**src/rtl/spi_rom_read_arbiter_if.sv**
```systemverilog
// Requester-side bus of the SPI ROM read arbiter: two read request ports
// and the shared, ID-tagged returned byte stream.
interface spi_rom_read_arbiter_if;
    logic        req0;
    logic [23:0] addr0;
    logic [7:0]  len0;
    logic        gnt0;
    logic        req1;
    logic [23:0] addr1;
    logic [7:0]  len1;
    logic        gnt1;
    logic [7:0]  rd_data;
    logic        rd_valid;
    logic        rd_id;
    logic        rd_last;

    modport master (
        output req0, addr0, len0, req1, addr1, len1,
        input  gnt0, gnt1, rd_data, rd_valid, rd_id, rd_last
    );

    modport slave (
        input  req0, addr0, len0, req1, addr1, len1,
        output gnt0, gnt1, rd_data, rd_valid, rd_id, rd_last
    );
endinterface

```
**src/rtl/spi_rom_read_arbiter.sv**
```systemverilog
// Two-requester arbiter for one SPI flash: runs READ (03h) transactions with
// a registered clk/2 SCLK and returns the data bytes tagged with the owner ID.
module spi_rom_read_arbiter #(
    parameter logic [7:0] READ_CMD        = 8'h03,
    parameter int         DESELECT_CYCLES = 2,
    parameter int         STARVE_LIMIT    = 4
) (
    input  logic                         clk,
    input  logic                         reset,
    spi_rom_read_arbiter_if.slave        bus,
    output logic                         busy,
    output logic                         spi_cs,
    output logic                         spi_sclk,
    output logic                         spi_mosi,
    input  logic                         spi_miso
);
    typedef enum logic [2:0] {
        ST_IDLE  = 3'd0,
        ST_GRANT = 3'd1,
        ST_CMD   = 3'd2,
        ST_ADDR  = 3'd3,
        ST_DATA  = 3'd4,
        ST_GAP   = 3'd5
    } state_t;

    localparam logic [3:0] STARVE_MAX = 4'(STARVE_LIMIT);
    localparam logic [3:0] GAP_LOAD   = 4'(DESELECT_CYCLES - 1);

    state_t      state_q, state_d;
    logic        phase_q, phase_d;
    logic [4:0]  bit_cnt_q, bit_cnt_d;
    logic [8:0]  bytes_left_q, bytes_left_d;
    logic [31:0] tx_q, tx_d;
    logic [7:0]  rx_q, rx_d;
    logic [3:0]  gap_cnt_q, gap_cnt_d;
    logic [3:0]  starve_q, starve_d;
    logic        gnt0_q, gnt0_d, gnt1_q, gnt1_d;
    logic        rd_valid_q, rd_valid_d, rd_last_q, rd_last_d, rd_id_q, rd_id_d;
    logic [7:0]  rd_data_q, rd_data_d;
    logic        busy_q, busy_d, spi_cs_q, spi_cs_d;
    logic        spi_sclk_q, spi_sclk_d, spi_mosi_q, spi_mosi_d;
    logic        grant0_s, grant1_s, shifting_s;

    // Next-state, arbitration and serial-sequencing logic
    always_comb begin
        state_d      = state_q;
        phase_d      = phase_q;
        bit_cnt_d    = bit_cnt_q;
        bytes_left_d = bytes_left_q;
        tx_d         = tx_q;
        rx_d         = rx_q;
        gap_cnt_d    = gap_cnt_q;
        starve_d     = starve_q;
        gnt0_d       = 1'b0;
        gnt1_d       = 1'b0;
        rd_valid_d   = 1'b0;
        rd_last_d    = 1'b0;
        rd_id_d      = rd_id_q;
        rd_data_d    = rd_data_q;
        grant0_s     = 1'b0;
        grant1_s     = 1'b0;

        case (state_q)
            ST_IDLE: begin
                grant1_s = bus.req1 && ((starve_q == STARVE_MAX) || !bus.req0);
                grant0_s = bus.req0 && !grant1_s;
                if (grant1_s) begin
                    gnt1_d   = 1'b1;
                    rd_id_d  = 1'b1;
                    starve_d = 4'd0;
                    state_d  = ST_GRANT;
                end else if (grant0_s) begin
                    gnt0_d  = 1'b1;
                    rd_id_d = 1'b0;
                    state_d = ST_GRANT;
                    if (!bus.req1) begin
                        starve_d = 4'd0;
                    end else if (starve_q != STARVE_MAX) begin
                        starve_d = starve_q + 4'd1;
                    end else begin
                        starve_d = starve_q;
                    end
                end else begin
                    starve_d = bus.req1 ? starve_q : 4'd0;
                end
            end
            ST_GRANT: begin
                // The owner's address and length are held valid through the grant cycle.
                tx_d         = rd_id_q ? {READ_CMD, bus.addr1} : {READ_CMD, bus.addr0};
                bytes_left_d = rd_id_q ? ({1'b0, bus.len1} + 9'd1) : ({1'b0, bus.len0} + 9'd1);
                bit_cnt_d    = 5'd7;
                phase_d      = 1'b0;
                state_d      = ST_CMD;
            end
            ST_CMD, ST_ADDR, ST_DATA: begin
                if (!phase_q) begin
                    phase_d = 1'b1;
                    rx_d    = (state_q == ST_DATA) ? {rx_q[6:0], spi_miso} : rx_q;
                end else begin
                    phase_d = 1'b0;
                    tx_d    = {tx_q[30:0], 1'b0};
                    if (bit_cnt_q != 5'd0) begin
                        bit_cnt_d = bit_cnt_q - 5'd1;
                    end else if (state_q == ST_CMD) begin
                        bit_cnt_d = 5'd23;
                        state_d   = ST_ADDR;
                    end else if (state_q == ST_ADDR) begin
                        bit_cnt_d = 5'd7;
                        state_d   = ST_DATA;
                    end else begin
                        bit_cnt_d  = 5'd7;
                        rd_valid_d = 1'b1;
                        rd_data_d  = rx_q;
                        rd_last_d  = (bytes_left_q == 9'd1);
                        if (bytes_left_q == 9'd1) begin
                            state_d   = ST_GAP;
                            gap_cnt_d = GAP_LOAD;
                        end else begin
                            bytes_left_d = bytes_left_q - 9'd1;
                        end
                    end
                end
            end
            ST_GAP: begin
                if (gap_cnt_q == 4'd0) begin
                    state_d = ST_IDLE;
                end else begin
                    gap_cnt_d = gap_cnt_q - 4'd1;
                end
            end
            default: begin
                state_d = ST_IDLE;
            end
        endcase

        // Pin values are derived from the next state so they leave the flops glitch-free.
        shifting_s = (state_d == ST_CMD) || (state_d == ST_ADDR) || (state_d == ST_DATA);
        spi_cs_d   = shifting_s;
        spi_sclk_d = shifting_s && phase_d;
        spi_mosi_d = ((state_d == ST_CMD) || (state_d == ST_ADDR)) ? tx_d[31] : 1'b0;
        busy_d     = (state_d != ST_IDLE);
    end

    // State and registered-output flops with synchronous reset
    always_ff @(posedge clk) begin
        if (reset) begin
            state_q      <= ST_IDLE;
            phase_q      <= 1'b0;
            bit_cnt_q    <= 5'd0;
            bytes_left_q <= 9'd0;
            tx_q         <= 32'd0;
            rx_q         <= 8'd0;
            gap_cnt_q    <= 4'd0;
            starve_q     <= 4'd0;
            gnt0_q       <= 1'b0;
            gnt1_q       <= 1'b0;
            rd_valid_q   <= 1'b0;
            rd_last_q    <= 1'b0;
            rd_id_q      <= 1'b0;
            rd_data_q    <= 8'd0;
            busy_q       <= 1'b0;
            spi_cs_q     <= 1'b0;
            spi_sclk_q   <= 1'b0;
            spi_mosi_q   <= 1'b0;
        end else begin
            state_q      <= state_d;
            phase_q      <= phase_d;
            bit_cnt_q    <= bit_cnt_d;
            bytes_left_q <= bytes_left_d;
            tx_q         <= tx_d;
            rx_q         <= rx_d;
            gap_cnt_q    <= gap_cnt_d;
            starve_q     <= starve_d;
            gnt0_q       <= gnt0_d;
            gnt1_q       <= gnt1_d;
            rd_valid_q   <= rd_valid_d;
            rd_last_q    <= rd_last_d;
            rd_id_q      <= rd_id_d;
            rd_data_q    <= rd_data_d;
            busy_q       <= busy_d;
            spi_cs_q     <= spi_cs_d;
            spi_sclk_q   <= spi_sclk_d;
            spi_mosi_q   <= spi_mosi_d;
        end
    end

    assign bus.gnt0     = gnt0_q;
    assign bus.gnt1     = gnt1_q;
    assign bus.rd_data  = rd_data_q;
    assign bus.rd_valid = rd_valid_q;
    assign bus.rd_id    = rd_id_q;
    assign bus.rd_last  = rd_last_q;
    assign busy         = busy_q;
    assign spi_cs       = spi_cs_q;
    assign spi_sclk     = spi_sclk_q;
    assign spi_mosi     = spi_mosi_q;
endmodule

```
**src/flat_wrapper.sv**
```systemverilog
// flat-port wrapper written by rule: the top's interface ports become plain ports
module spi_rom_read_arbiter_flat 
#(
    parameter logic [7:0] READ_CMD        = 8'h03,
    parameter int         DESELECT_CYCLES = 2,
    parameter int         STARVE_LIMIT    = 4
)
  (clk, reset, busy, spi_cs, spi_sclk, spi_mosi, spi_miso, bus_req0, bus_addr0, bus_len0, bus_req1, bus_addr1, bus_len1, bus_gnt0, bus_gnt1, bus_rd_data, bus_rd_valid, bus_rd_id, bus_rd_last);
  spi_rom_read_arbiter_if bus_i ();
  input  logic clk;
  input  logic reset;
  output logic busy;
  output logic spi_cs;
  output logic spi_sclk;
  output logic spi_mosi;
  input  logic spi_miso;
  input wire logic [$bits(bus_i.req0)-1:0] bus_req0;
  input wire logic [$bits(bus_i.addr0)-1:0] bus_addr0;
  input wire logic [$bits(bus_i.len0)-1:0] bus_len0;
  input wire logic [$bits(bus_i.req1)-1:0] bus_req1;
  input wire logic [$bits(bus_i.addr1)-1:0] bus_addr1;
  input wire logic [$bits(bus_i.len1)-1:0] bus_len1;
  output wire logic [$bits(bus_i.gnt0)-1:0] bus_gnt0;
  output wire logic [$bits(bus_i.gnt1)-1:0] bus_gnt1;
  output wire logic [$bits(bus_i.rd_data)-1:0] bus_rd_data;
  output wire logic [$bits(bus_i.rd_valid)-1:0] bus_rd_valid;
  output wire logic [$bits(bus_i.rd_id)-1:0] bus_rd_id;
  output wire logic [$bits(bus_i.rd_last)-1:0] bus_rd_last;
  assign bus_i.req0 = bus_req0;
  assign bus_i.addr0 = bus_addr0;
  assign bus_i.len0 = bus_len0;
  assign bus_i.req1 = bus_req1;
  assign bus_i.addr1 = bus_addr1;
  assign bus_i.len1 = bus_len1;
  assign bus_gnt0 = bus_i.gnt0;
  assign bus_gnt1 = bus_i.gnt1;
  assign bus_rd_data = bus_i.rd_data;
  assign bus_rd_valid = bus_i.rd_valid;
  assign bus_rd_id = bus_i.rd_id;
  assign bus_rd_last = bus_i.rd_last;
  spi_rom_read_arbiter #(.READ_CMD(READ_CMD), .DESELECT_CYCLES(DESELECT_CYCLES), .STARVE_LIMIT(STARVE_LIMIT)) u_core (.clk(clk), .reset(reset), .bus(bus_i), .busy(busy), .spi_cs(spi_cs), .spi_sclk(spi_sclk), .spi_mosi(spi_mosi), .spi_miso(spi_miso));
endmodule
```
**config.mk**
```make
export PLATFORM = sky130hd
export DESIGN_NAME = spi_rom_read_arbiter_flat
export DESIGN_NICKNAME = d
export VERILOG_FILES = /design/src/rtl/spi_rom_read_arbiter_if.sv /design/src/rtl/spi_rom_read_arbiter.sv /design/src/flat_wrapper.sv
export SDC_FILE = /design/constraint.sdc
export NUM_CORES = 1
export LEC_CHECK = 0
export CAP_MARGIN = 40
export CORE_AREA = 2 2 126 67
export CTS_CLUSTER_DIAMETER = 50
export DETAILED_ROUTE_END_ITERATION = 12
export DIE_AREA = 0 0 128 69
export HOLD_SLACK_MARGIN = 0.06
export MAX_ROUTING_LAYER = met4
export PLACE_DENSITY = 0.83
export SYNTH_ARGS = -nofsm -noshare
export SYNTH_HDL_FRONTEND = slang
export SYNTH_SLANG_ARGS = --single-unit
```
**constraint.sdc**
```tcl
create_clock -name clk -period 5.05 [get_ports clk]
set_clock_uncertainty 0.2 [all_clocks]
set_input_delay 1.01 -clock clk [delete_from_list [all_inputs] [get_ports clk]]
set_output_delay 1.01 -clock clk [all_outputs]
set_load 0.005 [all_outputs]
```
==> summary.txt, run 1 <==
Logic synthesis
  • Synth Cell Area: 0.00412 mm2
  • Post-Synth Adder-Cell Area: 2.73%
  • Compound-cell area share of the yosys netlist: 19.1%
  • Ys Warns: 0
  • Main synth FF type: dfxtp_1
  • Synth unique cells: 57
  • Async S/R FF share, synth: 0%
  • #FFs+latches synth: 83
  • Sequential share of the synthesized area: 40.3%
  • Syn_area_per_cell: 8.34 um2
  • Post-Syn Nets: 572
  • Share of the synthesized area in the top cell type: 40.3%
  • Post-Synth Simple-Gate Area: 23.4%
  • Multiplexer area fraction after synthesis: 8.32%
  • EDFF count, synth: 0
  • Main combinational cell family by area after synthesis: simple AND/OR/NAND/NOR gates
  • Cell taking the most area after synthesis: dfxtp_1
  • Synth Instances: 494
  • Synth top area cells: dfxtp_1 40%, mux2i_1 7.8%, nor2_1 7.2%
  • Post-Synth XOR/XNOR Area: 1.70%

Die
  • I/O pin total: 86
  • Core ar.: 0.00771 mm2
  • Full die area: 0.00883 mm2
  • FP Rows: 23
  • Initial Util: 53.4%
  • Die width: 128 um
  • Height of the die: 69 um

Clock network
  • Clk_lat worst skew: 0.34 ns
  • Post-CTS Setup Repair Bufs: 0
  • Hold Buf Count CTS: 0
  • CTS Buffer Depth: 2
  • Sink Count: 83
  • Clock transition at the registers of the reported paths: 0.06 ns
  • CTS tree: yes
  • Number of gates resized after CTS: 0
  • Inserted Clock Buffers: 9
  • Clk root buf: clkbuf_16
  • Number of H-tree branching levels: 3

Worst setup path
  • Critical Path Start: u_core.bus.rd_id
  • Worst EP arrival: 1.66 ns
  • FF-to-FF Start: u_core.bit_cnt_q[0]
  • Startpoint Class: register
  • Crit Path Max Fanout: 26
  • Slowest cell delay on critical path: 0.69 ns
  • CP Data Required Time: 3.84 ns
  • CP Capture Type: output pin
  • WP buf/inv: 1
  • Critical path cell sequence: clkdlybuf4s50_1
  • Critical path type: register to output pin
  • Crit-path slowest cell: dfxtp_2
  • CP delay by family, top: flip-flops

Global routing
  • Initial antenna violation count: 0
  • Grt peak-use layer: met2
  • Pin count of the biggest net entering global routing: 43
  • Met3 GRT Util: 6.52%
  • Routing usage on met2: 35.7%
  • Global-route wire length before repair: 16.5 mm
  • GRT met1 Usage: 31.1%
  • Overflow after GRT: 0
  • Vias in the first global route: 3,592
  • Gr usage total: 23.6%

STA
  • Slew margin rel.: 43.8%
  • F_max: 0.349 GHz
  • Final Hold Viols: 0
  • Pins Over Slew Limit: 0
  • Ratio of final minimum period to clock period: 56.8%
  • Fin Hold WS: 0.251 ns
  • Worst Tran Pin Value: 0.841 ns
  • Min cycle time layout: 2.87 ns
  • Post-Route Setup TNS: 0 ns
  • Unrepaired setup endpoints after global routing: no
  • Final setup violation count: 0

Placement
  • IO buf count: 85
  • Final HPWL DP: 7.12 mm
  • Routability congestion estimate: 0.910
  • Area after DPL: 0.00499 mm2
  • Placed cells: 652

Layout
  • Post-route cell area: 0.00527 mm2
  • Most frequent cells in the layout: 84 x clkdlybuf4s50_1, 82 x dfxtp_1, 79 x nor2_1
  • Layout area overhead: 27.9%
  • Area occupied by multi-input gates: 0.00228 mm2
  • FF/Latch Area: 0.00166 mm2
  • Nets: 641
  • # fillers: 620
  • Fin cells: 667
  • N_diodes: 0
  • Share of layout cells above drive strength 1: 5.64%
  • Commonest non-fill, non-tap cell in the layout: clkdlybuf4s50_1

Routing
  • Routed WL: 9.89 mm
  • DR iter-0 viols: 419
  • Drt wl/cell: 14.8 um
  • DR DRC count: 0
  • Antenna-violating nets left: 0
  • Drt first pass iters: 5
  • Avg Vias per Cell: 5.80
  • Via count: 3,867

Pwr
  • P_leak: 1.82 nW
  • Total power: 0.00208 W
  • Power per cell area: 394 mW/mm2
  • Peak supply drop: 0.239 mV

Run
  • Number of max-cap violations: 0

Min path
  • HP Class: register to register
  • Hold Startpoint: u_core.tx_q[27]

Outcome
  • Status: finished clean
layer usage:
metal	up-vias	wire length, um
met1	1816	4780
met3	14	710
li1	1898	-
met2	139	4290
met4	0	104
met5	-	0
logic make-up (layout without fill, tap and decap cells):
| group | after synthesis | in the layout |
|---|---|---|
| buffers and inverters | 41 | 114 |
| adder cells (fa/ha/maj) | 9 | 9 |
| AO/OA/AOI/OAI | 116 | 116 |
| XOR/XNOR | 8 | 8 |
| AND/OR/NAND/NOR | 203 | 203 |
| flip-flops | 83 | 83 |
| multiplexers | 34 | 34 |
path summary, 6_finish.rpt:
path	endpoint	depth (start not counted)	slack [ns]
max	bus_rd_id	1	2.18
min	u_core.tx_q[28]	2	0.25
max reg2reg	u_core.bytes_left_q[2]	7	2.22
min reg2reg	u_core.tx_q[28]	2	0.25
power breakdown:
group	total [W]	internal [W]	switching, W
Clock	0.000609	0.000358	0.000251
Sequential	0.000820	0.000737	0.0000830
Combinational	0.000649	0.000292	0.000358
Total	0.00208	0.00139	0.000692
flip-flops by register name (all words and copies together), names as in the netlist, 3 cells and up:
register             flops
u_core.tx_q             32
u_core.bytes_left_q      9
u_core.bus.rd_data       8
u_core.rx_q              8
u_core.bit_cnt_q         5
u_core.gap_cnt_q         4
u_core.starve_q          4
u_core.state_q           3
synth_stat cells, types with 5 or more instances:
| cell | number |
|---|---|
| dfxtp_1 | 83 |
| nor2_1 | 79 |
| nand2_1 | 58 |
| a21oi_1 | 35 |
| mux2i_1 | 32 |
| a221oi_1 | 23 |
| clkbuf_1 | 16 |
| o21ai_0 | 15 |
| nand3_1 | 14 |
| a31oi_1 | 11 |
| buf_2 | 11 |
| inv_1 | 10 |
| ha_1 | 9 |
| nor3_1 | 9 |
| a211oi_1 | 7 |
| xnor2_1 | 7 |
| nor2b_1 | 5 |
layout make-up:
| type | count | share of cell area (%) |
|---|---|---|
| well taps | 100 | 2.37 |
| clock buffers | 12 | 4.87 |
| repair buffers | 89 | 16.8 |
| clock inverters | 3 | 0.451 |
| multi-input cells | 370 | 43.2 |
| inverters | 10 | 0.712 |
| flip-flops and latches | 83 | 31.6 |
metrics by stage:
stage	utilization, %	setup slack, ns
2_1_floorplan	-	2.47
6_report	68.3	2.18
3_5_place_dp	64.7	2.07
3_3_place_gp	64.4	2.13
4_1_cts	68.3	2.19
5_1_grt	68.3	2.05
Note: power is estimated with default switching activity, not from simulation.
==> inputs of run 2 (changes only) <==
- CORE_AREA: 2 2 126 67 -> 2 2 131 69
- DIE_AREA: 0 0 128 69 -> 0 0 133 71
- PLACE_DENSITY: 0.83 -> 0.78
- clock period: 5.05 -> 2.9 ns (I/O delays scaled with it)
==> run 2 against run 1 <==
Effect of this change: cell count is 3.6% higher; utilization is 4.2 points lower; critical path depth is 6 higher.
==> summary.txt, run 2 (same netlist as run 1, synthesis figures left out) <==
Die
  • Die width: 133 um
  • Height of the die: 71 um
  • Full die area: 0.00944 mm2
  • FP Rows: 24
  • Initial Util: 49.2%
  • Core ar.: 0.00838 mm2
  • I/O pin total: 86

Clock network
  • CTS tree: yes
  • Hold Buf Count CTS: 0
  • Inserted Clock Buffers: 9
  • Clock transition at the registers of the reported paths: 0.06 ns
  • Clk_lat worst skew: 0.34 ns
  • Number of H-tree branching levels: 3
  • CTS Buffer Depth: 2
  • Sink Count: 83
  • Number of gates resized after CTS: 0
  • Post-CTS Setup Repair Bufs: 0
  • Clk root buf: clkbuf_16

Worst setup path
  • Crit Path Max Fanout: 9
  • R2R setup slack: 0.39 ns
  • Critical path type: register to register
  • R2R depth: 7
  • CP delay by family, top: simple AND/OR/NAND/NOR gates
  • Startpoint Class: register
  • CP Data Required Time: 2.89 ns
  • Crit-path slowest cell: o21ai_1
  • CP Capture Type: register
  • Crit path depth: 7
  • Critical path cell sequence: inv_1 > ha_1 > nor4b_4 > nand3_1 > o21ai_1 > mux2i_1 > a31oi_1
  • Worst EP arrival: 2.51 ns
  • WP buf/inv: 1
  • Slowest cell delay on critical path: 0.51 ns

Global routing
  • Overflow after GRT: 0
  • Gr usage total: 23.5%
  • Initial antenna violation count: 0
  • Pin count of the biggest net entering global routing: 41
  • Vias in the first global route: 3,732
  • Global-route wire length before repair: 17.4 mm

Layout
  • Post-route cell area: 0.00538 mm2
  • N_diodes: 0
  • Largest regs: u_core.tx_q (32), u_core.bytes_left_q (9)
  • Max reg flops: 32
  • Share of layout cells above drive strength 1: 6.62%
  • Fin cells: 691
  • Most flop-heavy register: u_core.tx_q
  • Nets: 648
  • Commonest non-fill, non-tap cell in the layout: clkdlybuf4s50_1
  • Layout area overhead: 30.4%
  • Most frequent cells in the layout: 84 x clkdlybuf4s50_1, 82 x dfxtp_1, 79 x nor2_1

Pwr
  • Total power: 0.00373 W
  • Power per cell area: 693 mW/mm2
  • Int Pwr: 0.00251 W
  • Switching portion of total power: 32.7%
  • P_leak: 1.87 nW
  • Gate power share: 31.4%
  • Part of the power in the clock network: 30.5%
  • Sequential share of power: 38.2%
  • Psw: 0.00122 W
  • Peak supply drop: 0.464 mV

STA
  • Pins Over Slew Limit: 0
  • Ratio of final minimum period to clock period: 86.7%
  • Fin Hold WS: 0.252 ns
  • F_max: 0.398 GHz
  • Slew margin rel.: 54.1%
  • Final setup violation count: 0
  • Unrepaired setup endpoints after global routing: no
  • Worst Tran Pin Value: 0.688 ns
  • Min cycle time layout: 2.51 ns
  • Post-Route Setup TNS: 0 ns
  • Final Hold Viols: 0

Placement
  • Routability congestion estimate: 0.897
  • Final HPWL DP: 7.87 mm
  • Placed cells: 676
  • Area after DPL: 0.00508 mm2
  • IO buf count: 85

Routing
  • Drt first pass iters: 5
  • Via count: 3,944
  • Routed WL: 10.6 mm
  • Drt wl/cell: 15.4 um
  • Antenna-violating nets left: 0
  • DR iter-0 viols: 437
  • DR DRC count: 0
  • Avg Vias per Cell: 5.71

Min path
  • Hold Crit Depth: 2
  • HP Class: register to register

Outcome
  • Status: finished clean

Run
  • Number of max-cap violations: 0
-- run 2: cell count changes in the layout (fill, tap and decap cells not counted) --
cell and change:
clkinvlp_4 -2, buf_12 +2, clkinv_4 -1, buf_4 +6
bufinv_16 +1, buf_8 -1, clkbuf_1 +1, clkinv_2 +1
-- run 2: metal layers --
layer  vias to the layer above  wire length, um  global-route usage, %
met5                         -                0                      -
met4                         0              108                   5.02
met3                        16              689                   6.09
met2                       142             4820                   37.3
met1                      1867             5020                   30.5
li1                       1919                -                      -
-- run 2: worst register-to-register path: cells and delay by family (launching register included) --
| family | cells | cell delay [ns] |
|---|---|---|
| multiplexers | 1 | 0.24 |
| adder cells (fa/ha/maj) | 1 | 0.21 |
| flip-flops | 1 | 0.33 |
| AO/OA/AOI/OAI | 2 | 0.60 |
| AND/OR/NAND/NOR | 2 | 0.69 |
| buffers and inverters | 1 | 0.10 |
-- run 2: power groups by stage --
stage	Sequential (W)	Combinational, W	Clock, W
floorplan	0.00138	0.000835	0
global placement	0.00143	0.00108	0
detailed placement	0.00144	0.00115	0
CTS	0.00142	0.00116	0.00115
global route	0.00144	0.00128	0.00119
finish	0.00142	0.00117	0.00113
-- run 2: path summary, 6_finish.rpt --
| path | from | end |
|---|---|---|
| worst max-delay path | u_core.bit_cnt_q[0] | u_core.bytes_left_q[7] |
| worst min-delay path | u_core.bus.rd_data[2] | u_core.bus.rd_data[2] |
| worst max register to register | u_core.bit_cnt_q[0] | u_core.bytes_left_q[7] |
| worst min register to register | u_core.bus.rd_data[2] | u_core.bus.rd_data[2] |
-- run 2: cell type report --
| cell class | count | area (um2) |
|---|---|---|
| clock buffers | 13 | 260 |
| clock inverters | 2 | 35.0 |
| fillers | 690 | 3000 |
| inverters | 10 | 37.5 |
| multi-input cells | 370 | 2280 |
| flip-flops and latches | 83 | 1660 |
| well taps | 117 | 146 |
| repair buffers | 96 | 957 |
-- run 2: metrics by stage --
| stage | utilization, % | worst slack, ns |
|---|---|---|
| after floorplan | - | 0.323 |
| after global placement | 60.5 | 0.428 |
| after detailed placement | 60.6 | 0.317 |
| after CTS | 64.2 | 0.411 |
| after global routing | 64.2 | 0.247 |
| final | 64.2 | 0.386 |
==> inputs of run 3 (changes only) <==
- CORE_AREA: 2 2 131 69 -> 2 2 118 63
- DIE_AREA: 0 0 133 71 -> 0 0 120 65
- DONT_BUFFER_PORTS: not set -> 1
- PLACE_DENSITY: 0.78 -> 0.77
- SKIP_LAST_GASP: not set -> 1
==> run 3 against run 2 <==
Effect of this change: critical path depth did not move; routed wire length fell by 14%; largest cell class unchanged; flip-flop and latch count did not move; clock power shrank 13%; worst hold slack got worse by 0.14 ns; worst setup slack better by 0.11 ns; fmax rose by 4.5%; critical endpoint is now u_core.bytes_left_q[0]; total power fell by 8.7%.
==> summary.txt, run 3 (same netlist as run 1, synthesis figures left out) <==
Die
  • FP Rows: 22
  • Height of the die: 65 um
  • Initial Util: 59.7%
  • I/O pin total: 86
  • Die width: 120 um
  • Full die area: 0.00780 mm2
  • Core ar.: 0.00691 mm2

STA
  • F_max: 0.416 GHz
  • Pins Over Slew Limit: 0
  • Worst Tran Pin Value: 0.601 ns
  • Min cycle time layout: 2.41 ns
  • Post-Route Setup TNS: 0 ns
  • Final setup violation count: 0
  • Slew margin rel.: 59.8%
  • Final Hold Viols: 0
  • Unrepaired setup endpoints after global routing: no
  • Ratio of final minimum period to clock period: 83.0%

Pwr
  • Power per cell area: 770 mW/mm2
  • Gate power share: 29.0%
  • Peak supply drop: 0.368 mV
  • Sequential share of power: 42.0%
  • Part of the power in the clock network: 29.0%
  • P_leak: 1.50 nW
  • Switching portion of total power: 33.5%
  • Int Pwr: 0.00226 W
  • Psw: 0.00114 W

Routing
  • DR DRC count: 0
  • Antenna-violating nets left: 0
  • Drt wl/cell: 15.8 um
  • Routed WL: 9.17 mm
  • DR iter-0 viols: 362
  • Avg Vias per Cell: 6.00
  • Drt first pass iters: 7
  • Via count: 3,485

Worst setup path
  • Critical path type: register to register
  • Startpoint Class: register
  • Crit Path Max Fanout: 10
  • R2R setup slack: 0.49 ns
  • Crit-path slowest cell: nor4b_4
  • WP buf/inv: 1
  • FF-to-FF Start: u_core.bit_cnt_q[0]
  • CP Data Required Time: 2.96 ns
  • CP delay by family, top: simple AND/OR/NAND/NOR gates
  • CP Capture Type: register
  • Worst EP arrival: 2.47 ns
  • Critical path cell sequence: inv_1 > ha_1 > nor4b_4 > and3_1 > a21oi_4 > or3_1 > a31oi_1
  • Slowest cell delay on critical path: 0.44 ns
  • R2R depth: 7
  • Reg2reg end: u_core.bytes_left_q[0]

Layout
  • Commonest non-fill, non-tap cell in the layout: dfxtp_1
  • Most frequent cells in the layout: 82 x dfxtp_1, 79 x nor2_1, 58 x nand2_1
  • Post-route cell area: 0.00442 mm2
  • Nets: 560
  • N_diodes: 0
  • Largest regs: u_core.tx_q (32), u_core.bytes_left_q (9)
  • Fin cells: 581
  • Share of layout cells above drive strength 1: 6.80%
  • Max reg flops: 32
  • Layout area overhead: 7.13%
  • Most flop-heavy register: u_core.tx_q

Clock network
  • Clock transition at the registers of the reported paths: 0.06 ns
  • CTS Buffer Depth: 2
  • Clk_lat worst skew: 0.33 ns
  • CTS tree: yes
  • Post-CTS Setup Repair Bufs: 0
  • Number of gates resized after CTS: 0
  • Clk root buf: clkbuf_16
  • Sink Count: 83
  • Inserted Clock Buffers: 9
  • Number of H-tree branching levels: 3
  • Hold Buf Count CTS: 0

Global routing
  • Global-route wire length before repair: 15.2 mm
  • Initial antenna violation count: 0
  • Routing usage on met2: 35.9%
  • Overflow after GRT: 0
  • Grt peak-use layer: met2
  • Pin count of the biggest net entering global routing: 80
  • Met3 GRT Util: 8.01%
  • GRT met1 Usage: 34.4%
  • Vias in the first global route: 3,148
  • Gr usage total: 25.0%

Outcome
  • Status: finished clean

Min path
  • Hold Crit Depth: 1
  • Hold Startpoint: reset
  • Worst hold endpoint: u_core.bus.rd_id
  • HP Class: input pin to register

Placement
  • Routability congestion estimate: 0.937
  • Area after DPL: 0.00417 mm2
  • IO buf count: 0
  • Placed cells: 567
  • Final HPWL DP: 6.49 mm

Run
  • Number of max-cap violations: 0
==> run 3: how the worst max path moves through the flow <==
stage,slack [ns],to,from,depth (start not counted)
after floorplan,0.32,u_core.bytes_left_q[6],u_core.bus.rd_id,10
after global routing,0.33,u_core.bytes_left_q[7],u_core.bit_cnt_q[0],7
after CTS,0.50,u_core.bytes_left_q[0],u_core.bit_cnt_q[0],7
final,0.49,u_core.bytes_left_q[0],u_core.bit_cnt_q[0],7
after global placement,0.58,u_core.bit_cnt_q[2],u_core.state_q[1],5
after detailed placement,0.52,u_core.bytes_left_q[0],u_core.bit_cnt_q[0],7
==> run 3: layout make-up <==
| class | count | area [um2] |
|---|---|---|
| multi-input cells | 370 | 2280 |
| inverters | 10 | 37.5 |
| flip-flops and latches | 83 | 1660 |
| clock buffers | 11 | 233 |
| clock inverters | 3 | 17.5 |
| well taps | 96 | 120 |
| repair buffers | 8 | 67.6 |
| fillers | 609 | 2490 |
==> run 3: per-layer routing <==
layer	vias up	wire, um
li1	1744	-
met4	0	44
met2	115	3870
met5	-	0
met3	8	794
met1	1618	4460
==> run 3: power groups by stage <==
stage	logic (W)	registers, W	clock network, W
floorplan	0.000835	0.00138	0
global placement	0.000932	0.00144	0
detailed placement	0.000974	0.00145	0
CTS	0.000979	0.00142	0.000998
global route	0.00111	0.00145	0.00105
finish	0.000986	0.00143	0.000987
==> run 3: through the flow <==
| stage | util [%] | hold slack (ns) | setup slack (ns) | total power (W) |
|---|---|---|---|---|
| finish | 63.9 | 0.112 | 0.494 | 0.00340 |
| global route | 63.9 | 0.103 | 0.333 | 0.00361 |
| CTS | 63.9 | 0.109 | 0.500 | 0.00340 |
| detailed placement | 60.3 | 0.240 | 0.524 | 0.00242 |
| global placement | 60.1 | 0.233 | 0.582 | 0.00237 |
| floorplan | - | 0.232 | 0.323 | 0.00222 |
